$ cat src/rtl/spi_accel_responder.sv
// SPI mode-3 register responder for a 3-axis accelerometer core.
// Define ACCEL_MB_EN to enable multi-byte bursts with address auto-increment.
module spi_accel_responder (
    input  logic       clk,
    input  logic       rst,
    input  logic       sclk,
    input  logic       cs_n,
    input  logic       mosi,
    output logic       miso,
    input  logic [9:0] x_sample,
    input  logic [9:0] y_sample,
    input  logic [9:0] z_sample,
    output logic [7:0] power_ctl,
    output logic [7:0] bw_rate,
    output logic [7:0] data_format,
    output logic       measure,
    output logic       wr_strobe,
    output logic [5:0] wr_addr
);
    typedef enum logic [1:0] {IDLE, CMD, DATA} state_t;

    state_t      r_state, w_next;
    logic        r_sclk_s1, r_sclk_s2, r_sclk_d;
    logic        r_cs_s1, r_cs_s2, r_cs_d;
    logic        r_mosi_s1, r_mosi_s2;
    logic [1:0]  r_fill;
    logic        r_armed;
    logic [2:0]  r_cnt;
    logic [6:0]  r_shift_in;
    logic [7:0]  r_tx;
    logic [5:0]  r_addr;
    logic        r_rw, r_done, r_miso, r_wr_strobe;
    logic [5:0]  r_wr_addr;
    logic [7:0]  r_bw, r_pwr, r_fmt;
    logic [9:0]  r_x, r_y, r_z;
`ifdef ACCEL_MB_EN
    logic        r_mb;
`endif

    logic        w_sclk_rise, w_sclk_fall, w_cs_fall, w_cs_rise;
    logic        w_rise, w_cmd_done, w_byte_done, w_wr_ok;
    logic [7:0]  w_rx_byte, w_rd_data;
    logic [5:0]  w_rd_addr;

    // A falling cs_n seen straight out of reset is only accepted once
    // the synchronizer has observed cs_n high after reset.
    always_ff @(posedge clk) begin
        if (rst) begin
            {r_sclk_s1, r_sclk_s2, r_sclk_d} <= 3'b111;
            {r_cs_s1, r_cs_s2, r_cs_d}       <= 3'b111;
            {r_mosi_s1, r_mosi_s2}           <= 2'b00;
            r_fill  <= 2'b00;
            r_armed <= 1'b0;
        end else begin
            {r_sclk_s1, r_sclk_s2, r_sclk_d} <= {sclk, r_sclk_s1, r_sclk_s2};
            {r_cs_s1, r_cs_s2, r_cs_d}       <= {cs_n, r_cs_s1, r_cs_s2};
            {r_mosi_s1, r_mosi_s2}           <= {mosi, r_mosi_s1};
            r_fill <= {r_fill[0], 1'b1};
            if (r_fill[1] && r_cs_s2)
                r_armed <= 1'b1;
        end
    end

    assign w_sclk_rise = r_sclk_s2 & ~r_sclk_d;
    assign w_sclk_fall = ~r_sclk_s2 & r_sclk_d;
    assign w_cs_fall   = r_armed & r_cs_d & ~r_cs_s2;
    assign w_cs_rise   = r_cs_s2 & ~r_cs_d;
    assign w_rise      = w_sclk_rise && (r_state != IDLE) && !w_cs_rise;
    assign w_cmd_done  = w_rise && (r_state == CMD) && (r_cnt == 3'd7);
    assign w_byte_done = w_rise && (r_state == DATA) && (r_cnt == 3'd7);
    assign w_rx_byte   = {r_shift_in, r_mosi_s2};
    assign w_wr_ok     = (r_addr == 6'h2C) || (r_addr == 6'h2D) || (r_addr == 6'h31);
    assign w_rd_addr   = (r_state == CMD) ? w_rx_byte[5:0] : r_addr + 6'd1;

    always_ff @(posedge clk) begin
        if (rst) r_state <= IDLE;
        else     r_state <= w_next;
    end

    always_comb begin
        w_next = r_state;
        unique case (r_state)
            IDLE:    if (w_cs_fall)  w_next = CMD;
            CMD:     if (w_cmd_done) w_next = DATA;
            DATA:    w_next = DATA;
            default: w_next = IDLE;
        endcase
        if (w_cs_rise)
            w_next = IDLE;
    end

    always_comb begin
        w_rd_data = 8'h00;
        case (w_rd_addr)
            6'h00:   w_rd_data = 8'hE5;
            6'h2C:   w_rd_data = r_bw;
            6'h2D:   w_rd_data = r_pwr;
            6'h31:   w_rd_data = r_fmt;
            6'h32:   w_rd_data = r_x[7:0];
            6'h33:   w_rd_data = {{6{r_x[9]}}, r_x[9:8]};
            6'h34:   w_rd_data = r_y[7:0];
            6'h35:   w_rd_data = {{6{r_y[9]}}, r_y[9:8]};
            6'h36:   w_rd_data = r_z[7:0];
            6'h37:   w_rd_data = {{6{r_z[9]}}, r_z[9:8]};
            default: w_rd_data = 8'h00;
        endcase
    end

    always_ff @(posedge clk) begin
        if (rst) begin
            r_cnt       <= 3'd0;
            r_shift_in  <= 7'd0;
            r_tx        <= 8'h00;
            r_addr      <= 6'd0;
            r_rw        <= 1'b0;
            r_done      <= 1'b0;
            r_miso      <= 1'b0;
            r_wr_strobe <= 1'b0;
            r_wr_addr   <= 6'd0;
            r_bw        <= 8'h0A;
            r_pwr       <= 8'h00;
            r_fmt       <= 8'h00;
            r_x         <= 10'd0;
            r_y         <= 10'd0;
            r_z         <= 10'd0;
`ifdef ACCEL_MB_EN
            r_mb        <= 1'b0;
`endif
        end else begin
            r_wr_strobe <= 1'b0;
            if (w_cs_fall) begin
                r_cnt  <= 3'd0;
                r_tx   <= 8'h00;
                r_done <= 1'b0;
                r_x    <= x_sample;
                r_y    <= y_sample;
                r_z    <= z_sample;
            end else if (w_rise) begin
                r_cnt      <= r_cnt + 3'd1;
                r_shift_in <= w_rx_byte[6:0];
                if (w_cmd_done) begin
                    r_rw   <= w_rx_byte[7];
                    r_addr <= w_rx_byte[5:0];
                    r_done <= 1'b0;
                    r_tx   <= w_rx_byte[7] ? w_rd_data : 8'h00;
`ifdef ACCEL_MB_EN
                    r_mb   <= w_rx_byte[6];
`endif
                end
                if (w_byte_done) begin
                    if (!r_rw && !r_done && w_wr_ok) begin
                        case (r_addr)
                            6'h2C:   r_bw  <= w_rx_byte;
                            6'h2D:   r_pwr <= w_rx_byte;
                            default: r_fmt <= w_rx_byte;
                        endcase
                        r_wr_strobe <= 1'b1;
                        r_wr_addr   <= r_addr;
                    end
`ifdef ACCEL_MB_EN
                    if (r_mb && !r_done) begin
                        r_addr <= r_addr + 6'd1;
                        r_tx   <= r_rw ? w_rd_data : 8'h00;
                    end else begin
                        r_done <= 1'b1;
                        r_tx   <= 8'h00;
                    end
`else
                    r_done <= 1'b1;
                    r_tx   <= 8'h00;
`endif
                end
            end
            // miso only carries data in DATA, shifted on falling sclk
            if (r_state != DATA) begin
                r_miso <= 1'b0;
            end else if (w_sclk_fall) begin
                r_miso <= r_tx[7];
                r_tx   <= {r_tx[6:0], 1'b0};
            end
        end
    end

    assign miso        = r_miso;
    assign power_ctl   = r_pwr;
    assign bw_rate     = r_bw;
    assign data_format = r_fmt;
    assign measure     = r_pwr[3];
    assign wr_strobe   = r_wr_strobe;
    assign wr_addr     = r_wr_addr;
endmodule
$ cat config.mk
export PLATFORM = sky130hd
export DESIGN_NAME = spi_accel_responder
export DESIGN_NICKNAME = d
export VERILOG_FILES = /design/src/rtl/spi_accel_responder.sv
export SDC_FILE = /design/constraint.sdc
export NUM_CORES = 1
export LEC_CHECK = 0
export CAP_MARGIN = 20
export CORE_MARGIN = 2
export CORE_UTILIZATION = 49
export DETAILED_ROUTE_END_ITERATION = 6
export PLACE_DENSITY = 0.75
export SLEW_MARGIN = 10
export SYNTH_ARGS = -nofsm -noshare
export SYNTH_HDL_FRONTEND = slang
export SYNTH_SLANG_ARGS = --single-unit
$ cat constraint.sdc
create_clock -name clk -period 2.1 [get_ports clk]
set_input_delay 0.42 -clock clk [delete_from_list [all_inputs] [get_ports clk]]
set_output_delay 0.42 -clock clk [all_outputs]
set_load 0.02 [all_outputs]
# Yosys cells after proc, flatten, opt, wreduce, memory -nomap -nowiden
# Index checks and enable logic that the tools add are counted.
[word_totals]
in_bits = 35
out_inout_bits = 33
elab_cells = 107
ff_bits = 101
[classes]
n_eq_ne = 18
bitwise = 13
add_sub_neg = 2
muxes = 16
n_reduce_logical = 31
[op_table]
columns = ["op", "n"]
rows = [
  ["case mux 8 bit (10 select lines)", 1],
  ["== test 6 bit (second input constant)", 12],
  ["two-way mux 8 bit", 7],
  ["AND reduction 5 bit", 3],
  ["logical AND 1 bit", 9],
  ["inverter 1 bit", 8],
  ["OR reduction 2 bit", 4],
  ["adder 6 x 1 -> 6 bit (second input constant)", 1],
  ["zero test 6 bit", 1],
  ["two-way mux 6 bit", 1],
  ["inequality test 2 bit (second input constant)", 3],
  ["case mux 2 bit (3 select lines)", 1],
  ["AND reduction 2 bit", 3],
  ["AND 1 bit", 5],
  ["two-way mux 1 bit", 4],
  ["two-way mux 2 bit", 2],
  ["AND reduction 4 bit", 1],
  ["nonzero test 2 bit", 2],
  ["OR reduction 4 bit", 1],
  ["adder 3 x 1 -> 3 bit (second input constant)", 1],
  ["== test 3 bit (second input constant)", 1],
  ["zero test 1 bit", 3],
  ["AND reduction 3 bit", 1],
  ["== test 2 x 1 -> 1 bit (second input constant)", 1],
  ["other kinds (3)", 4],
]

# Longest topological paths before layout
[depth]
ltp_word = 12
depth_mapped = 12
ltp_nobuf = 9

# Worst setup path before layout
# Ideal clock, no wire load.
[synth_timing]
kind = "reg-to-reg"
from = "reg r_addr[0]"
to = "reg r_tx[6]"
slack_ns = -0.096
stages_incl_launch_ff = 10
period_less_slack_ns = 2.196
setup_time_ns = 0.078
n_path_buf = 0
t_required_ns = 2.022
arrival_time_ns = 2.118
cell_sequence = "dfxtp_1 > inv_1 > ha_1 > mux2_4 > mux2i_1 > nor3_1 > o21ai_0 > a21boi_1 > nor3_1 > nor3_1"
[synth_between]
elab_chain_cells = 11
elab_cells_between_ends = 20
cone_classes = "add/sub (1); eq/ne (9); mux (9); reduce/logical (1)"
[synth_lines]
columns = ["item", "line", "source"]
rows = [
  ["from (decl)", "31", "logic [5:0] r_addr;"],
  ["from (signal assigned)", "143", "r_addr <= w_rx_byte[5:0];"],
  ["adder 6 x 1 -> 6 bit (*)", "73", "assign w_rd_addr = (r_state == CMD) ? w_rx_byte[5:0] : r_addr + 6'd1;"],
  ["two-way mux 6 bit (*)", "73", ""],
  ["== test 6 bit or zero test 6 bit (tied branches)", "94", "case (w_rd_addr)"],
  ["case mux 8 bit (10 select lines) (*)", "94", ""],
  ["two-way mux 8 bit (*)", "145", "r_tx <= w_rx_byte[7] ? w_rd_data : 8'h00;"],
  ["two-way mux 8 bit (*)", "141", "if (w_cmd_done) begin"],
  ["two-way mux 8 bit (*)", "150", "if (w_byte_done) begin"],
  ["two-way mux 8 bit (*)", "138", "end else if (w_rise) begin"],
  ["two-way mux 8 bit (*)", "131", "if (w_cs_fall) begin"],
  ["two-way mux 8 bit", "177", "end else if (w_sclk_fall) begin"],
  ["two-way mux 8 bit (*)", "175", "if (r_state != DATA) begin"],
  ["to (signal assigned)", "145", ""],
  ["to (signal assigned)", "179", "r_tx <= {r_tx[6:0], 1'b0};"],
  ["to (decl)", "30", "logic [7:0] r_tx;"],
]
# Every way passes the cells marked *; elsewhere a longest branch is shown, timed or not.
# A chain may end at the register's enable or synchronous reset.

# Worst setup path in the final report
[layout_timing]
from = "reg r_state[1]"
to = "reg r_tx[1]"
[layout_between]
elab_chain_cells = 11
elab_cells_between_ends = 29
cone_classes = "eq/ne (12); mux (9); reduce/logical (8)"
[layout_lines]
columns = ["item", "line", "source"]
rows = [
  ["from (decl)", "22", "state_t r_state, w_next;"],
  ["from (signal assigned)", "77", "else r_state <= w_next;"],
  ["== test 2 x 1 -> 1 bit or nonzero test 2 bit (tied branches)", "69, 73, 68", ""],
  ["two-way mux 6 bit or logical AND 1 bit (tied branches)", "73, 68", ""],
  ["== test 6 bit, or another cell as far along", "94", ""],
  ["case mux 8 bit (10 select lines) or logical AND 1 bit (tied branches)", "94, 69", ""],
  ["two-way mux 8 bit or logical AND 1 bit (tied branches)", "145, 69", ""],
  ["two-way mux 8 bit", "141", ""],
  ["two-way mux 8 bit", "150", ""],
  ["two-way mux 8 bit", "138", ""],
  ["two-way mux 8 bit", "131", ""],
  ["two-way mux 8 bit", "177", ""],
  ["two-way mux 8 bit (*)", "175", ""],
]
# Marked as above.

==> reports/summary.txt <==
status - finished with violations
failing checks - setup timing
Worst Hold Class - reg2reg
clock root buffer - clkbuf_8
die width - 102 um
Reg power frac - 56.9%
synth warn - 0
top post-synthesis cells by area - dfxtp_1 43%, mux2i_1 8.7%, nand2_1 7.5%
maximum VDD drop - 0.393 mV
measured slew at the worst slew-check pin - 0.505 ns
CP Launch Type - register
Clock Tree Buf Depth - 2
Detailed Route WL - 14,200 um
Syn Area/Cell - 8.70 um2
Mapped Cells - 544
CP Data Arrival Time - 2.59 ns
Pre-antenna DRT Iters - 6
commonest cells after routing, fill and taps aside - 97 x dfxtp_1, 91 x nand2_1, 68 x buf_4
Crit Path Class - reg2reg
minimum clock period - 2.30 ns
clk slew on worst S/H paths - 0.10 ns
RePlAce Congestion - 0.993
io pins - 68
Max transition margin - 66.3%
share of cells above drive strength 1 - 25.2%
CTS H-tree depth - 3
Final ANT Viol Nets - 0
initial antenna violation count - 0
Initial Util - 50.8%
Async SR Flop Fraction - 0%
Finish-stage setup viols - 45
ant diodes - 0
CTS tree - built
wire per inst - 17.5 um
Via density - 5.63
# DRC - 0
Post-CTS Hold Buffers - 0
non-filler cells, final - 807
clk_lat worst skew - 0.37 ns
hold_ws - 0.423 ns
logic gate share of total power - 5.2%
Core Region - 9330 um2
share of the yosys chip area belonging to registers - 42.7%
MaxCap Viol Count - 0
Clk network pwr share - 37.9%
first-iteration detailed-routing DRC count - 402
FF+latch area - 2030 um2
final setup margin - -0.199 ns
Slew Limit Fails - 0
Synth cell types - 71
Area Growth Syn to Fin - 38.2%
Crit. End Element - register
Die Area - 10,500 um2
Syn Std Cell Area - 4730 um2
synthesized net count - 587
std cell rows - 35
first-pass GRT wire length - 21,600 um
fin nets - 716
setup TNS - -4.30 ns
internal power - 0.00260 W
flops & latches, synth - 101
RSZ-0062 raised after global routing - yes
vias in the first global route - 4,295
top cell type's share of synthesized area - 42.7%
Post-synth top flop - dfxtp_1
most common cell after layout, fill and taps aside - dfxtp_1
clk_skew - 0.00704 ns
fin crit share - 109%
GRT Total Usage - 26.8%
CTS sink count - 101
dpl cells - 777
total grt overflow - 0
CP Max Fanout - 12
DP HPWL - 10,000 um
Yosys top cell by area - dfxtp_1
maximum number of pins on one net before global-route repair - 66
final core utilization - 70.2%
final hold vios - 0
Static Leakage - 2.49 nW
Switching Fraction - 23.9%
NetSw - 0.000816 W
EDFF count, synth - 0
FMAX - 0.435 GHz
pwr dens - 521 nW/um2
CTS Buf Count - 9
WP data required - 2.39 ns
Filler cells - 684
Die Y - 102 um
Multi-input gate area - 2750 um2
via count - 4,546
# port buffers - 67
-- synthesized netlist by cell type (all sizes together) (2+ instances only) --
cell type  instances
nor3              25
nor3b              3
nand2             95
a22oi             13
nor4               2
o31ai              2
nand3              6
nand4              3
and2               4
inv                8
or2                8
o21bai             2
a21boi             2
a31oi              4
a211oi             3
mux2i             41
mux2               2
and3b              2
dfxtp            101
a21oi             52
nor2b             12
a222oi             4
a21o               2
nand2b             2
a22o               7
o2111ai            3
xnor2              2
a32oi              2
clkbuf            20
o21ai             10
nor2              61
o22ai              2
ha                 8
buf               11
xor2               2
-- cell type report --
type | count | share of cell area, %
Timing Repair inverter | 1 | 0.0765
Multi-Input combinational cell | 404 | 42.0
Sequential cell | 101 | 31.0
Clock buffer | 9 | 1.89
Tap cell | 129 | 2.47
Inverter | 8 | 0.554
Timing Repair Buffer | 148 | 20.8
Clock inverter | 7 | 1.24
-- cell families after synthesis --
family	count (synthesis)	synth area share, %
buffers and inverters	39	4.02
adders and majority gates	8	2.11
xor gates and xnor gates	4	0.899
and+or+nand+nor	230	23.7
DFF	101	42.7
muxes	43	9.22
AOI/OAI and AO/OA	119	17.4
-- routing by layer --
| metal | share of wire (%) | track usage, % | vias to the layer above |
|---|---|---|---|
| met2 | 48 | 43.8 | 173 |
| li1 | - | - | 2182 |
| met5 | 0 | 0 | - |
| met4 | 2.6 | 8.41 | 0 |
| met1 | 44 | 36.4 | 2162 |
| met3 | 5.7 | 4.31 | 29 |
-- worst paths after layout --
path | startpoint | endpoint | slack (ns) | cells past startpoint
min reg2reg | r_sclk_s1 | r_sclk_s2 | 0.42 | 1
max | r_state[1] | r_tx[1] | -0.20 | 9
min | r_sclk_s1 | r_sclk_s2 | 0.42 | 1
max reg2reg | r_state[1] | r_tx[1] | -0.20 | 9
-- worst max-delay path: stages (launching register included) --
cell and delay, ns:
dfxtp_2 0.34, inv_2 0.07, ha_4 0.23, buf_4 0.18, nor2_1 0.06, o21a_1 0.15, a2111oi_4 0.42, nand3_2 0.16
a311o_1 0.42, a211oi_2 0.19
-- repair_timing --
action,in CTS,in global routing
gates cloned,2,0
pin swaps,8,17
endpoints found under the setup margin,43,44
buffers inserted,5,7
resized for setup,24,40
endpoints found under the hold margin,0,0
-- power groups by stage --
stage / registers, W / clock network, W / logic, W
2_1_floorplan: 0.00198 / 0 / 0.0000762
3_3_place_gp: 0.00198 / 0 / 0.000164
3_5_place_dp: 0.00199 / 0 / 0.000166
4_1_cts: 0.00194 / 0.00130 / 0.000171
5_1_grt: 0.00194 / 0.00138 / 0.000190
6_report: 0.00194 / 0.00129 / 0.000177
-- stage by stage --
step                setup slack, ns  total power (W)  area (um2)
finish                       -0.199          0.00341        6540
global route                 -0.307          0.00351        6540
floorplan                  -0.00462          0.00206        4760
detailed placement           -0.300          0.00215        5970
global placement             -0.249          0.00215        5970
CTS                          -0.163          0.00342        6330
-- state kept, by name, summed over array words and instances (netlist names), 3 cells and up --
signal / count
r_shift_in: 7
r_addr: 6
r_tx: 8
wr_addr: 6
r_y: 10
power_ctl: 8
data_format: 8
r_cnt: 3
r_x: 10
r_z: 10
bw_rate: 8
No activity file was read; power rests on OpenSTA's default activity.
==> variant, RTL diff (config.mk and constraints unchanged) <==
The option `ACCEL_MB_EN` is turned on by a define.
--- a/src/rtl/spi_accel_responder.sv
+++ b/src/rtl/spi_accel_responder.sv
@@ -1,5 +1,7 @@
 // SPI mode-3 register responder for a 3-axis accelerometer core.
 // Define ACCEL_MB_EN to enable multi-byte bursts with address auto-increment.
+`define ACCEL_MB_EN
+
 module spi_accel_responder (
     input  logic       clk,
     input  logic       rst,
Behaviour: same outputs for any inputs over 10 cycles, from zero or initial values and one cycle with rst high; that may be too few to reach the edited logic, so the function may still have changed.
==> variant against the original RTL <==
- the run still ends with setup timing left
- total power is 3.1% higher
- die area rose by 3.1%
- worst setup slack got worse by 0.077 ns
- synthesized area up 3.2%
- sequential cell count increased by 1
- via count rose by 12%
- clock power rose by 7%
- design area grew 11%
- sequential share of layout area decreased by 2.7 points
- routed wire length up 18%
- global-route usage is 3.4 points higher
==> variant: results (changes against the original RTL) <==
| Metric | Value |
|---|---|
| Status | `complete, but fails checks` |
| Failing checks | `setup timing` |
| Setup TNS | `-8.30 ns (-4.00 ns)` |
| Slowest-stage cell, CP | `or3_4` |
| Fin cells | `883 (+9.4%)` |
| #MultiIn Comb | `453 (+12%)` |
| Hpwl dp | `11500 µm (+15%)` |
| Clock-cell share | `2.93% (-0.20 points)` |
| Final setup violation count | `43 (-4.4%)` |
| NumNets Final | `788 (+10%)` |
| Non-clock buffer share | `20.8% (+0.039 points)` |
| Clock Skews | `0.0203 ns (+0.0133 ns)` |
| Via count | `5083 (+12%)` |
| Largest net degree at the start of global routing | `90 (+36%)` |
| GPL Wtd Cong | `0.904 (-8.9%)` |
| Worst vdd ir | `0.762 mV (+94%)` |
| Max incr delay on CP | `0.44 ns (+0.02 ns)` |
| Seq. cell area | `2050 µm² (+1.1%)` |
| Placed Area | `6230 µm² (+4.3%)` |
| Synth top cells by count | `nand2_1 (138), dfxtp_1 (102), a21oi_1 (82)` |
| CP arrival | `2.70 ns (+0.11 ns)` |
| CP delay by family, top | `simple AND/OR/NAND/NOR gates` |
| Multi-input gate share of the layout cell area | `45.0% (+3.0 points)` |
| Non-clk bufs | `167 (+13%)` |
| Gr usage total | `30.2% (+3.4 points)` |
| Worst slew pin tran | `1.01 ns (+0.500 ns)` |
| Drt total wl | `16800 µm (+18%)` |
| Top post-synthesis cells by area | `dfxtp_1 (42%), nand2_1 (11%), a21oi_1 (8.4%)` |
| Vias in the first global route | `4854 (+13%)` |
| Final Cell Area | `7250 µm² (+11%)` |
| Sequential cell area fraction in the yosys report | `41.8% (-0.90 points)` |
| Yosys cell types | `62 (-13%)` |
| FILL cells | `729 (+6.6%)` |
| Post-Synthesis Cells | `604 (+11%)` |
| Area Growth Syn to Fin | `48.5%` |
| Yosys reg bits | `102 (+0.99%)` |
| Nonclk inv count | `12 (+3)` |
| Switching share of power | `25.3% (+1.4 points)` |
| Pre-CTS setup slack | `-0.440 ns (-0.141 ns)` |
| Layout cells sized above 1 | `37.2% (+12 points)` |
| First-pass GRT wire length | `25700 µm (+19%)` |
| PnR worst setup slack | `-0.276 ns (-0.0766 ns)` |
| DRT Pass-1 Iters | `5 (-1)` |
| Leakage | `2.72 nW (+9.2%)` |
==> variant: repair_timing <==
item	CTS	global route
pin swaps	29	50
endpoints found under the setup margin	44	49
cloned	2	0
hold endpoints to repair	0	0
resized for setup	88	74
setup buffers	14	7
==> variant: final timing paths <==
check,slack [ns],from,end,depth (start not counted)
max,-0.28,r_state[0]$_SDFFE_PP0P_,power_ctl[1]$_SDFFE_PP0P_,9
min,0.41,r_sclk_s1$_SDFF_PP1_,r_sclk_s2$_SDFF_PP1_,1
max reg2reg,-0.28,r_state[0]$_SDFFE_PP0P_,power_ctl[1]$_SDFFE_PP0P_,9
min reg2reg,0.41,r_sclk_s1$_SDFF_PP1_,r_sclk_s2$_SDFF_PP1_,1
==> variant: cells by family (layout without fill, tap and decap cells) <==
| logic type | count (synthesis) | in the layout | share of synthesized area [%] |
|---|---|---|---|
| flip-flops | 102 | 102 | 41.8 |
| buffers and inverters | 51 | 195 | 4.56 |
| AO/OA/AOI/OAI | 149 | 149 | 19.0 |
| XOR/XNOR | 5 | 5 | 0.896 |
| multiplexers | 28 | 29 | 6.45 |
| adder cells (fa/ha/maj) | 8 | 8 | 2.05 |
| AND/OR/NAND/NOR | 261 | 262 | 25.2 |
==> variant: power by group through the flow <==
| stage | logic (mW) | clock network [mW] | registers [mW] |
|---|---|---|---|
| after global placement | 0.160 | 0 | 2.00 |
| after detailed placement | 0.162 | 0 | 2.00 |
| after floorplan | 0.0692 | 0 | 2.00 |
| final | 0.181 | 1.38 | 1.96 |
| after global routing | 0.194 | 1.48 | 1.96 |
| after CTS | 0.173 | 1.40 | 1.96 |
==> variant: per-layer routing <==
layer	global-route usage (%)	wire (µm)
met1	37.7	6920
met2	49.5	8160
met3	8.06	1210
met4	12.4	470
met5	0	0
